==> src/rtl/seg_display_pkg.sv <==
// Shared constants, hex font and scan state for the seven-segment scanner.
// Optional feature macro: SEG_ADDR_OVERLAY_EN (used by seg_scan_display).
package seg_display_pkg;

    localparam logic [6:0] SEG_BLANK = 7'h7F;
    localparam logic [7:0] AN_OFF    = 8'hFF;

    // Active-low gfedcba, entry 15 listed first
    localparam logic [15:0][6:0] HEX_FONT = {
        7'h0E, 7'h06, 7'h21, 7'h46,
        7'h03, 7'h08, 7'h10, 7'h00,
        7'h78, 7'h02, 7'h12, 7'h19,
        7'h30, 7'h24, 7'h79, 7'h40
    };

    typedef enum logic {
        BLANK,
        DRIVE
    } scan_state_t;

endpackage

==> src/rtl/seg_scan_display_hex_to_seg7.sv <==
// Combinational nibble to active-low seven-segment decoder.
// A set blank flag forces all segments off.
import seg_display_pkg::*;

module hex_to_seg7 (
    input  logic [3:0] nibble,
    input  logic       blank,
    output logic [6:0] seg
);

    assign seg = blank ? SEG_BLANK : HEX_FONT[nibble];

endmodule

==> src/rtl/seg_scan_display.sv <==
// Eight-digit hex scanner with per-frame snapshot and anti-ghost blanking.
// Define SEG_ADDR_OVERLAY_EN to show the RAM address on digits 7:6.
import seg_display_pkg::*;

module seg_scan_display #(
    parameter int SCAN_DIV     = 100000,
    parameter int BLANK_CYCLES = 1000,
    parameter int DIGITS       = 8
) (
    input  logic        clk,
    input  logic        rst_n,
    input  logic [31:0] ram_data,
    input  logic        ram_data_valid,
    input  logic [9:0]  ram_addr,
    output logic [7:0]  an,
    output logic [6:0]  seg,
    output logic        dp
);

    localparam int CW = $clog2(SCAN_DIV);

    logic [CW-1:0] cnt;
    logic [2:0]    idx;
    logic [31:0]   snap;
    logic          wrap;
    logic          frame_end;
    logic [3:0]    nib;
    logic          sup;
    logic [6:0]    seg_dec;
    scan_state_t   state_q;
    scan_state_t   state_d;

    assign wrap      = cnt == CW'(SCAN_DIV - 1);
    assign frame_end = wrap && (idx == 3'(DIGITS - 1));

    always_ff @(posedge clk or negedge rst_n) begin
        if (!rst_n) begin
            cnt  <= '0;
            idx  <= '0;
            snap <= '0;
        end else begin
            cnt <= wrap ? '0 : cnt + 1'b1;
            if (wrap)
                idx <= idx + 1'b1;
            if (frame_end && ram_data_valid)
                snap <= ram_data;
        end
    end

    always_ff @(posedge clk or negedge rst_n) begin
        if (!rst_n)
            state_q <= BLANK;
        else
            state_q <= state_d;
    end

    always_comb begin
        state_d = state_q;
        unique case (state_q)
            BLANK: if (cnt == CW'(BLANK_CYCLES - 1)) state_d = DRIVE;
            DRIVE: if (wrap) state_d = BLANK;
            default: state_d = BLANK;
        endcase
    end

`ifdef SEG_ADDR_OVERLAY_EN
    logic [9:0] snap_addr;
    logic       unused_addr;

    assign unused_addr = ^snap_addr[9:8];

    always_ff @(posedge clk or negedge rst_n) begin
        if (!rst_n)
            snap_addr <= '0;
        else if (frame_end && ram_data_valid)
            snap_addr <= ram_addr;
    end

    // Address digits are never suppressed; data uses the low 24 bits
    always_comb begin
        nib = snap[{idx, 2'b00} +: 4];
        sup = (idx != 3'd0) && ((snap[23:0] >> {idx, 2'b00}) == 24'd0);
        if (idx == 3'd7) begin
            nib = snap_addr[7:4];
            sup = 1'b0;
        end else if (idx == 3'd6) begin
            nib = snap_addr[3:0];
            sup = 1'b0;
        end
    end

    always_ff @(posedge clk or negedge rst_n) begin
        if (!rst_n)
            dp <= 1'b1;
        else
            dp <= !(state_q == DRIVE && idx == 3'd6);
    end
`else
    logic unused_addr;

    assign unused_addr = ^ram_addr;
    assign dp          = 1'b1;

    always_comb begin
        nib = snap[{idx, 2'b00} +: 4];
        sup = (idx != 3'd0) && ((snap >> {idx, 2'b00}) == 32'd0);
    end
`endif

    hex_to_seg7 u_font (
        .nibble(nib),
        .blank (sup),
        .seg   (seg_dec)
    );

    always_ff @(posedge clk or negedge rst_n) begin
        if (!rst_n) begin
            an  <= AN_OFF;
            seg <= SEG_BLANK;
        end else if (state_q == DRIVE) begin
            an  <= ~(8'b1 << idx);
            seg <= seg_dec;
        end else begin
            an  <= AN_OFF;
            seg <= SEG_BLANK;
        end
    end

endmodule

==> config.mk <==
export PLATFORM = sky130hd
export DESIGN_NAME = seg_scan_display
export DESIGN_NICKNAME = d
export VERILOG_FILES = /design/src/rtl/seg_display_pkg.sv /design/src/rtl/seg_scan_display_hex_to_seg7.sv /design/src/rtl/seg_scan_display.sv
export SDC_FILE = /design/constraint.sdc
export NUM_CORES = 1
export LEC_CHECK = 0
export CAP_MARGIN = 10
export CORE_MARGIN = 3
export CORE_UTILIZATION = 47
export DETAILED_ROUTE_END_ITERATION = 8
export PLACE_DENSITY = 0.81
export RECOVER_POWER = 50
export SYNTH_ARGS = -nofsm -noshare
export SYNTH_HDL_FRONTEND = slang
export SYNTH_SLANG_ARGS = --single-unit
==> constraint.sdc <==
create_clock -name clk -period 4.1 [get_ports clk]
set_input_delay 0.615 -clock clk [delete_from_list [all_inputs] [get_ports clk]]
set_output_delay 0.615 -clock clk [all_outputs]
set_load 0.005 [all_outputs]
==> results.md, run 1 <==
- Simple logic cell fraction of the synthesized area: between 10% and 20%
- Worst hold endpoint: cnt[0]$_DFF_PN0_
- Final Slew Violations: 40
- Synthesis Warnings: 0
- Setup-failing EPs final: 0
- Cell Int Power: between 1 and 1.5 mW
- Worst-Skew Late Latency: 350 ps
- CTS H-tree depth: 3
- P_sw: 0.264 mW
- Routed len/inst: 15.8 µm
- Share of layout cells above drive strength 1: 21.5%
- DP Cell Count: 436
- Total GRT Usage: 17.7%
- Slew Limit Headroom: -37.2%
- CTS max path bufs: 2
- Delay-heaviest family, CP: compound AO/OA/AOI/OAI gates
- Synth Flop Type: dfrtp_1
- Routability congestion estimate: 0.904
- Synth Area in Compound Gates: 8.06%
- Status: finished, violations left
- Routed Antenna Nets: 0
- First-pass GRT wire length: 12100 µm
- First-pass DRT Iterations: 4
- Die width: 94.5 µm
- Mux contribution to synthesized area: 20.1%
- Cts hold-fix bufs: 0
- Antenna cells: 0
- Nets: around 400
- Clock Sinks: around 70
- Top cell type's share of synthesized area: 36.1%
- Combinational share of power: 3.3%
- VDD IR max: 235 µV
- TritonCTS Buffers: 9
- Max stage delay on crit path: 850 ps
- Detailed-route vias per instance: 5.59
- Crit Reg-Reg Endpoint: seg[5]$_DFF_PN1_
- DIE HEIGHT: around 94 µm
- Largest family of logic cells by synthesized area: multiplexers
- CP Cell Sequence: mux4_1 -> mux2i_1 -> ha_1 -> o311ai_0 -> o31ai_1 -> o211ai_2 -> a22oi_4 -> a221o_1
- Largest net degree at the start of global routing: 40
- Final period util: approximately four fifths
- Worst Path Buf+Inv: 0
- Core Region: 7410 µm²
- Area leader, netlist: dfrtp_1
- Reg power frac: 49.0%
- Sw Ratio: 19.3%
- Post-CTS sizing: 0
- Placed inst area: 4220 µm²
- Final Non-Filler Cells: 452
- Post-synth EDFFs: 0
- Synth Area per Inst: 12.3 µm²
- Cell variety after synth: 55
- Max Cap Viol: 1
- Power Dens Cells: between 300 and 400 nW/µm²
- DRC violations left: 0
- Die area: 8920 µm²
- Vias in the first global route: 2448
- Fin. Hold Viols: 0
- Adder-cell share of the synthesized area: 4.42%
- Synth cell count leaders: 53 x dfrtp_1, 31 x mux2_4, 25 x nor2_1
- Cell Rows: 31
- Critical path endpoint category: register
- Reg2Reg Depth: 8
- GRT overflow: 0
- Reg-to-Reg Start: idx[0]$_DFFE_PN0N_
- Setup Buffers After CTS: 0
- # IOs: about 60
- Count leader, synth: dfrtp_1
- CP arrival: approximately 3600 ps
- DPL Wire Length: 5260 µm
- Slowest cell on crit path: dfrtp_1
- Post-synthesis register bit count: between 60 and 70
- Worst Max-Slew Pin Slew: 2060 ps
- Xor/xnor share of the synthesized area: roughly 3.6%
- Hold Path Depth: 1
- Syn nets: roughly 360
- RSZ-0062 raised after global routing: false
- Worst Skew: between 9 and 10 ps
- Area contributors post-synth: dfrtp_1 36%, mux2_4 13%, dfstp_2 11%
- Static Leak: between 2 and 2.5 nW
- Fmax: 303 MHz
- Synthesized area: 3680 µm²
- Worst hold path type: reg -> reg
- CTS root buf: clkbuf_8
- Worst path required time: 4390 ps
- Startpoint Class: register
- Seq/Total Area, Yosys: 46.8%
- Post-Syn Instances: 298
- Clock power share: 47.7%
- Setup TNS: 0 ps
- Core Util, Final: 60.0%
- FF-to-FF setup slack: 800 ps
- Min Tclk post-route: 3300 ps
- Initial Utilization: 49.6%
- Initial antenna violation count: 0
- Via count: 2527
- CP max FO: 21
- Post-synth ARST share: 100%
- Startpoint of the worst hold path: cnt[0]$_DFF_PN0_
- TritonCTS clock tree: yes
- Design Area, Final: 4440 µm²
- Violated checks: max-capacitance violations, max-slew violations
- WS Path Type: reg -> reg
- Initial DRC Count: about 180
- Area Growth Syn to Fin: 20.8%
- Port Buffer Count: 49
- Routed WL: 7150 µm
- Worst-path clk slew: 70 ps
-- stage by stage --
stage / setup WS [ps] / power, mW / hold WS, ps
2_1_floorplan: 1370 / 0.685 / 319
3_5_place_dp: 806 / 0.732 / 458
3_3_place_gp: 935 / 0.731 / 444
5_1_grt: 393 / 1.42 / 494
6_report: 799 / 1.37 / 469
4_1_cts: 769 / 1.38 / 397
-- routing by layer --
metal	up-vias	global-route usage, %	wire, µm
met2	96	27.4	3470
met3	17	5.98	474
met4	0	5.41	112
met5	-	0	0
li1	1191	-	-
met1	1223	23.5	3100
-- cell usage in the layout, fill, tap and decap left out, types with 4 or more instances in the layout --
cell / netlist / layout
clkbuf_8: 0 / 9
xor2_1: 9 / 9
a21oi_1: 6 / 6
mux4_1: 5 / 5
nor4_1: 9 / 9
clkbuf_1: 5 / 6
mux2i_1: 4 / 4
nor3_1: 8 / 8
xnor2_1: 6 / 6
mux2_4: 31 / 31
clkdlybuf4s50_1: 0 / 48
nor2_1: 25 / 25
o21ai_0: 7 / 7
dfrtp_1: 53 / 53
a221o_1: 5 / 5
inv_1: 9 / 9
nand2_1: 17 / 17
dfstp_2: 15 / 15
ha_1: 13 / 13
nand3_1: 12 / 12
-- kinds of logic after synthesis --
logic type      after synthesis
other cells                   1
flops                        68
fa+ha+maj                    13
mux                          46
simple gates                 93
compound gates               39
buf+inv                      23
xor+xnor                     15
-- how the worst max path moves through the flow --
stage / start / end / slack [ps] / cells past startpoint
after floorplan: idx[2]$_DFFE_PN0N_ / seg[0]$_DFF_PN1_ / 1370 / 10
after global placement: idx[0]$_DFFE_PN0N_ / seg[0]$_DFF_PN1_ / 940 / 8
after detailed placement: idx[0]$_DFFE_PN0N_ / seg[0]$_DFF_PN1_ / 810 / 8
after CTS: idx[0]$_DFFE_PN0N_ / seg[5]$_DFF_PN1_ / 770 / 8
after global routing: rst_n / idx[2]$_DFFE_PN0N_ / 390 / 2
final: idx[0]$_DFFE_PN0N_ / seg[5]$_DFF_PN1_ / 800 / 8
-- state kept, by name, summed over array words and instances (netlist names) --
register / flops
seg: 7
idx: 3
an: 8
state_q: 1
cnt: 17
snap: 32
-- power groups by stage --
stage | logic (mW) | registers, mW | clock network (mW)
2_1_floorplan | 0.00166 | 0.684 | 0
3_3_place_gp | 0.0471 | 0.684 | 0
3_5_place_dp | 0.0482 | 0.684 | 0
4_1_cts | 0.0482 | 0.671 | 0.665
5_1_grt | 0.0504 | 0.671 | 0.696
6_report | 0.0458 | 0.671 | 0.653
-- final cells by class --
type,instances,area [µm²]
fill,589,2970
inverter,10,37.5
multi-input combinational,207,1830
tap,99,124
clock inverter,4,98.8
clock buffer,12,135
sequential,68,1720
timing repair buffer,52,499
(Power assumes the default switching activity.)
==> inputs of run 2 (changes only) <==
Clock period 4.1 ns to 3.3 ns, I/O delays scaled along.
==> run 2 against run 1 <==
  * The run now ends clean
  * Combinational power up 25%
  * Count of clock-buffer cells in the layout decreased by 2
  * Cell area hardly changed
  * Non-clock buffer count up 4
  * Maximum frequency is 9.3% higher
  * Sequential share of layout area about the same
  * Global-route usage barely moved
  * Via count grew 1.3%
  * Cell count is 0.88% higher
  * Critical path type unchanged
  * Critical endpoint is now seg[0]$_DFF_PN1_
  * Highest routed layer unchanged
==> results.md, run 2 (same netlist as run 1, synthesis figures left out) <==
- Status: finished, final reports clean (was finished, violations left)
- Startpoint Class: register (unchanged)
- CP arrival: 3290 ps (was 3590 ps)
- Routed Antenna Nets: 0 (unchanged)
- TritonCTS Buffers: 9 (unchanged)
- Reg2Reg Depth: 10 (was 8)
- Reg-to-Reg Start: idx[0]$_DFFE_PN0N_ (unchanged)
- CTS root buf: clkbuf_8 (unchanged)
- Commonest cells after routing, fill and taps aside: 53 x dfrtp_1, 48 x clkdlybuf4s50_1, 31 x mux2_4 (unchanged)
- Share of layout cells above drive strength 1: 23.2% (was 21.5%)
- Detailed-route vias per instance: 5.61 (was 5.59)
- DPL Wire Length: 5290 µm (was 5260 µm)
- TritonCTS clock tree: yes (unchanged)
- RSZ-0062 raised after global routing: false (unchanged)
- Die width: 94.5 µm (unchanged)
- Routed WL: 7280 µm (was 7150 µm)
- Max reg flops: 32 (unchanged)
- Worst Setup Slack post-DPL: 290 ps (was 806 ps)
- Clock Sinks: 68 (unchanged)
- Cell Rows: 31 (unchanged)
- Antenna cells: 0 (unchanged)
- Largest reg by FF count: snap (unchanged)
- Total GRT Usage: 17.7% (about the same)
- Power Dens Cells: 357 nW/µm² (was 308 nW/µm²)
- Setup-failing EPs final: 0 (unchanged)
- Core Region: 7410 µm² (unchanged)
- Cts hold-fix bufs: 0 (unchanged)
- Worst path required time: 3570 ps (was 4390 ps)
- Port Buffer Count: 49 (unchanged)
- Min Tclk post-route: 3020 ps (was 3300 ps)
- Critical path endpoint category: register (unchanged)
- Routability congestion estimate: 0.953 (was 0.904)
- DP Cell Count: 440 (was 436)
- Worst hold path type: in -> async (was reg -> reg)
- Commonest non-fill, non-tap cell in the layout: dfrtp_1 (unchanged)
- Post-route setup slack: 279 ps (was 799 ps)
- CP max FO: 12 (was 21)
- Final Non-Filler Cells: 456 (was 452)
- Die area: 8920 µm² (unchanged)
- Setup TNS: 0 ps (unchanged)
- GRT overflow: 0 (unchanged)
- Filler Cell Count: 602 (was 589)
- Fmax: 331 MHz (was 303 MHz)
- Worst Max-Slew Pin Slew: 1320 ps (was 2060 ps)
- Final Slew Violations: 0 (was 40)
- Post-CTS sizing: 0 (unchanged)
- Routed len/inst: 16.0 µm (was 15.8 µm)
- # IOs: 61 (unchanged)
- Core Util, Final: 59.9% (was 60.0%)
- Area Growth Syn to Fin: 20.8% (about the same)
- Worst Skew: 7.38 ps (was 9.85 ps)
- Initial DRC Count: 140 (was 177)
- Worst-path clk slew: 80 ps (was 70 ps)
- Initial antenna violation count: 0 (unchanged)
- Vias in the first global route: 2433 (was 2448)
- Setup Buffers After CTS: 0 (unchanged)
- WS Path Type: reg -> reg (unchanged)
- Max Cap Viol: 0 (was 1)
- CTS H-tree depth: 3 (unchanged)
- Worst-Skew Late Latency: 340 ps (was 350 ps)
- Slew Limit Headroom: 12.0% (was -37.2%)
- DRC violations left: 0 (unchanged)
- Static Leak: 2.08 nW (was 2.07 nW)
- VDD IR max: 181 µV (was 235 µV)
- First-pass GRT wire length: 12100 µm (about the same)
- Final period util: 91.5% (was 80.5%)
- Largest net degree at the start of global routing: 45 (was 40)
- Fin. Hold Viols: 0 (unchanged)
- Nets: 410 (was 406)
- CTS max path bufs: 2 (unchanged)
- First-pass DRT Iterations: 5 (was 4)
- Initial Utilization: 49.6% (unchanged)
- Via count: 2560 (was 2527)
- Worst Setup SP: idx[0]$_DFFE_PN0N_ (unchanged)
- DIE HEIGHT: 94.5 µm (unchanged)
- Largest regs: snap x32, cnt x17, an x8 (unchanged)
[run 2: cell types whose count changed in the layout (fill, tap and decap cells not counted), sizes merged]
cell / previous run / this run
bufinv: 3 / 1
clkinv: 1 / 3
clkbuf: 15 / 13
clkinvlp: 0 / 2
buf: 1 / 5
[run 2: cell type report]
cell class              count  area [µm²]  area share (%)
well taps                  99         124            2.79
flip-flops and latches     68        1720            38.7
repair buffers             56         531            11.9
inverters                  10        37.5           0.845
multi-input cells         207        1830            41.1
clock buffers              10         138            3.10
clock inverters             6        63.8            1.44
[run 2: critical path: stages, from the launching register on]
cell      delay (ps)
dfrtp_1          630
mux4_1           610
nand2_1           90
nand2_1          150
inv_1            170
ha_1             250
o311ai_0         150
o31ai_1          300
o211ai_2         160
a22oi_4          290
o21bai_1         150
[run 2: final timing paths]
check / endpoint / slack [ps]
max: seg[0]$_DFF_PN1_ / 280
min: snap[3]$_DFFE_PN0P_ / 430
max reg2reg: seg[0]$_DFF_PN1_ / 280
min reg2reg: cnt[0]$_DFF_PN0_ / 470
max in group asynchronous: idx[2]$_DFFE_PN0N_ / 1220
min in group clk: cnt[0]$_DFF_PN0_ / 470
[run 2: per-layer routing]
| layer | up-vias | track usage (%) | wire length (µm) | share of wire, % |
|---|---|---|---|---|
| met5 | - | 0 | 0 | 0 |
| met4 | 0 | 6.13 | 143 | 2.0 |
| met3 | 17 | 4.86 | 537 | 7.4 |
| met2 | 121 | 27.8 | 3390 | 47 |
| met1 | 1225 | 23.7 | 3210 | 44 |
| li1 | 1197 | - | - | - |
[run 2: stage by stage]
step / hold WS, ps / total power [mW] / cell area [µm²]
2_1_floorplan: 199 / 0.852 / 3680
3_3_place_gp: 444 / 0.907 / 4250
3_5_place_dp: 455 / 0.909 / 4250
4_1_cts: 125 / 1.60 / 4450
5_1_grt: 481 / 1.64 / 4440
6_report: 426 / 1.58 / 4440
[run 2: where the power goes]
group | switching, mW | internal, mW
Combinational | 0.0221 | 0.0353
Sequential | 0 | 0.834
Clock | 0.325 | 0.368
Total | 0.347 | 1.24
==> inputs of run 3 (changes only) <==
Settings changed: ABC_CLOCK_PERIOD_IN_PS from default to 3300.
==> results of run 3 <==
Same layout as run 2: the final DEF is identical, and so are final timing and power.
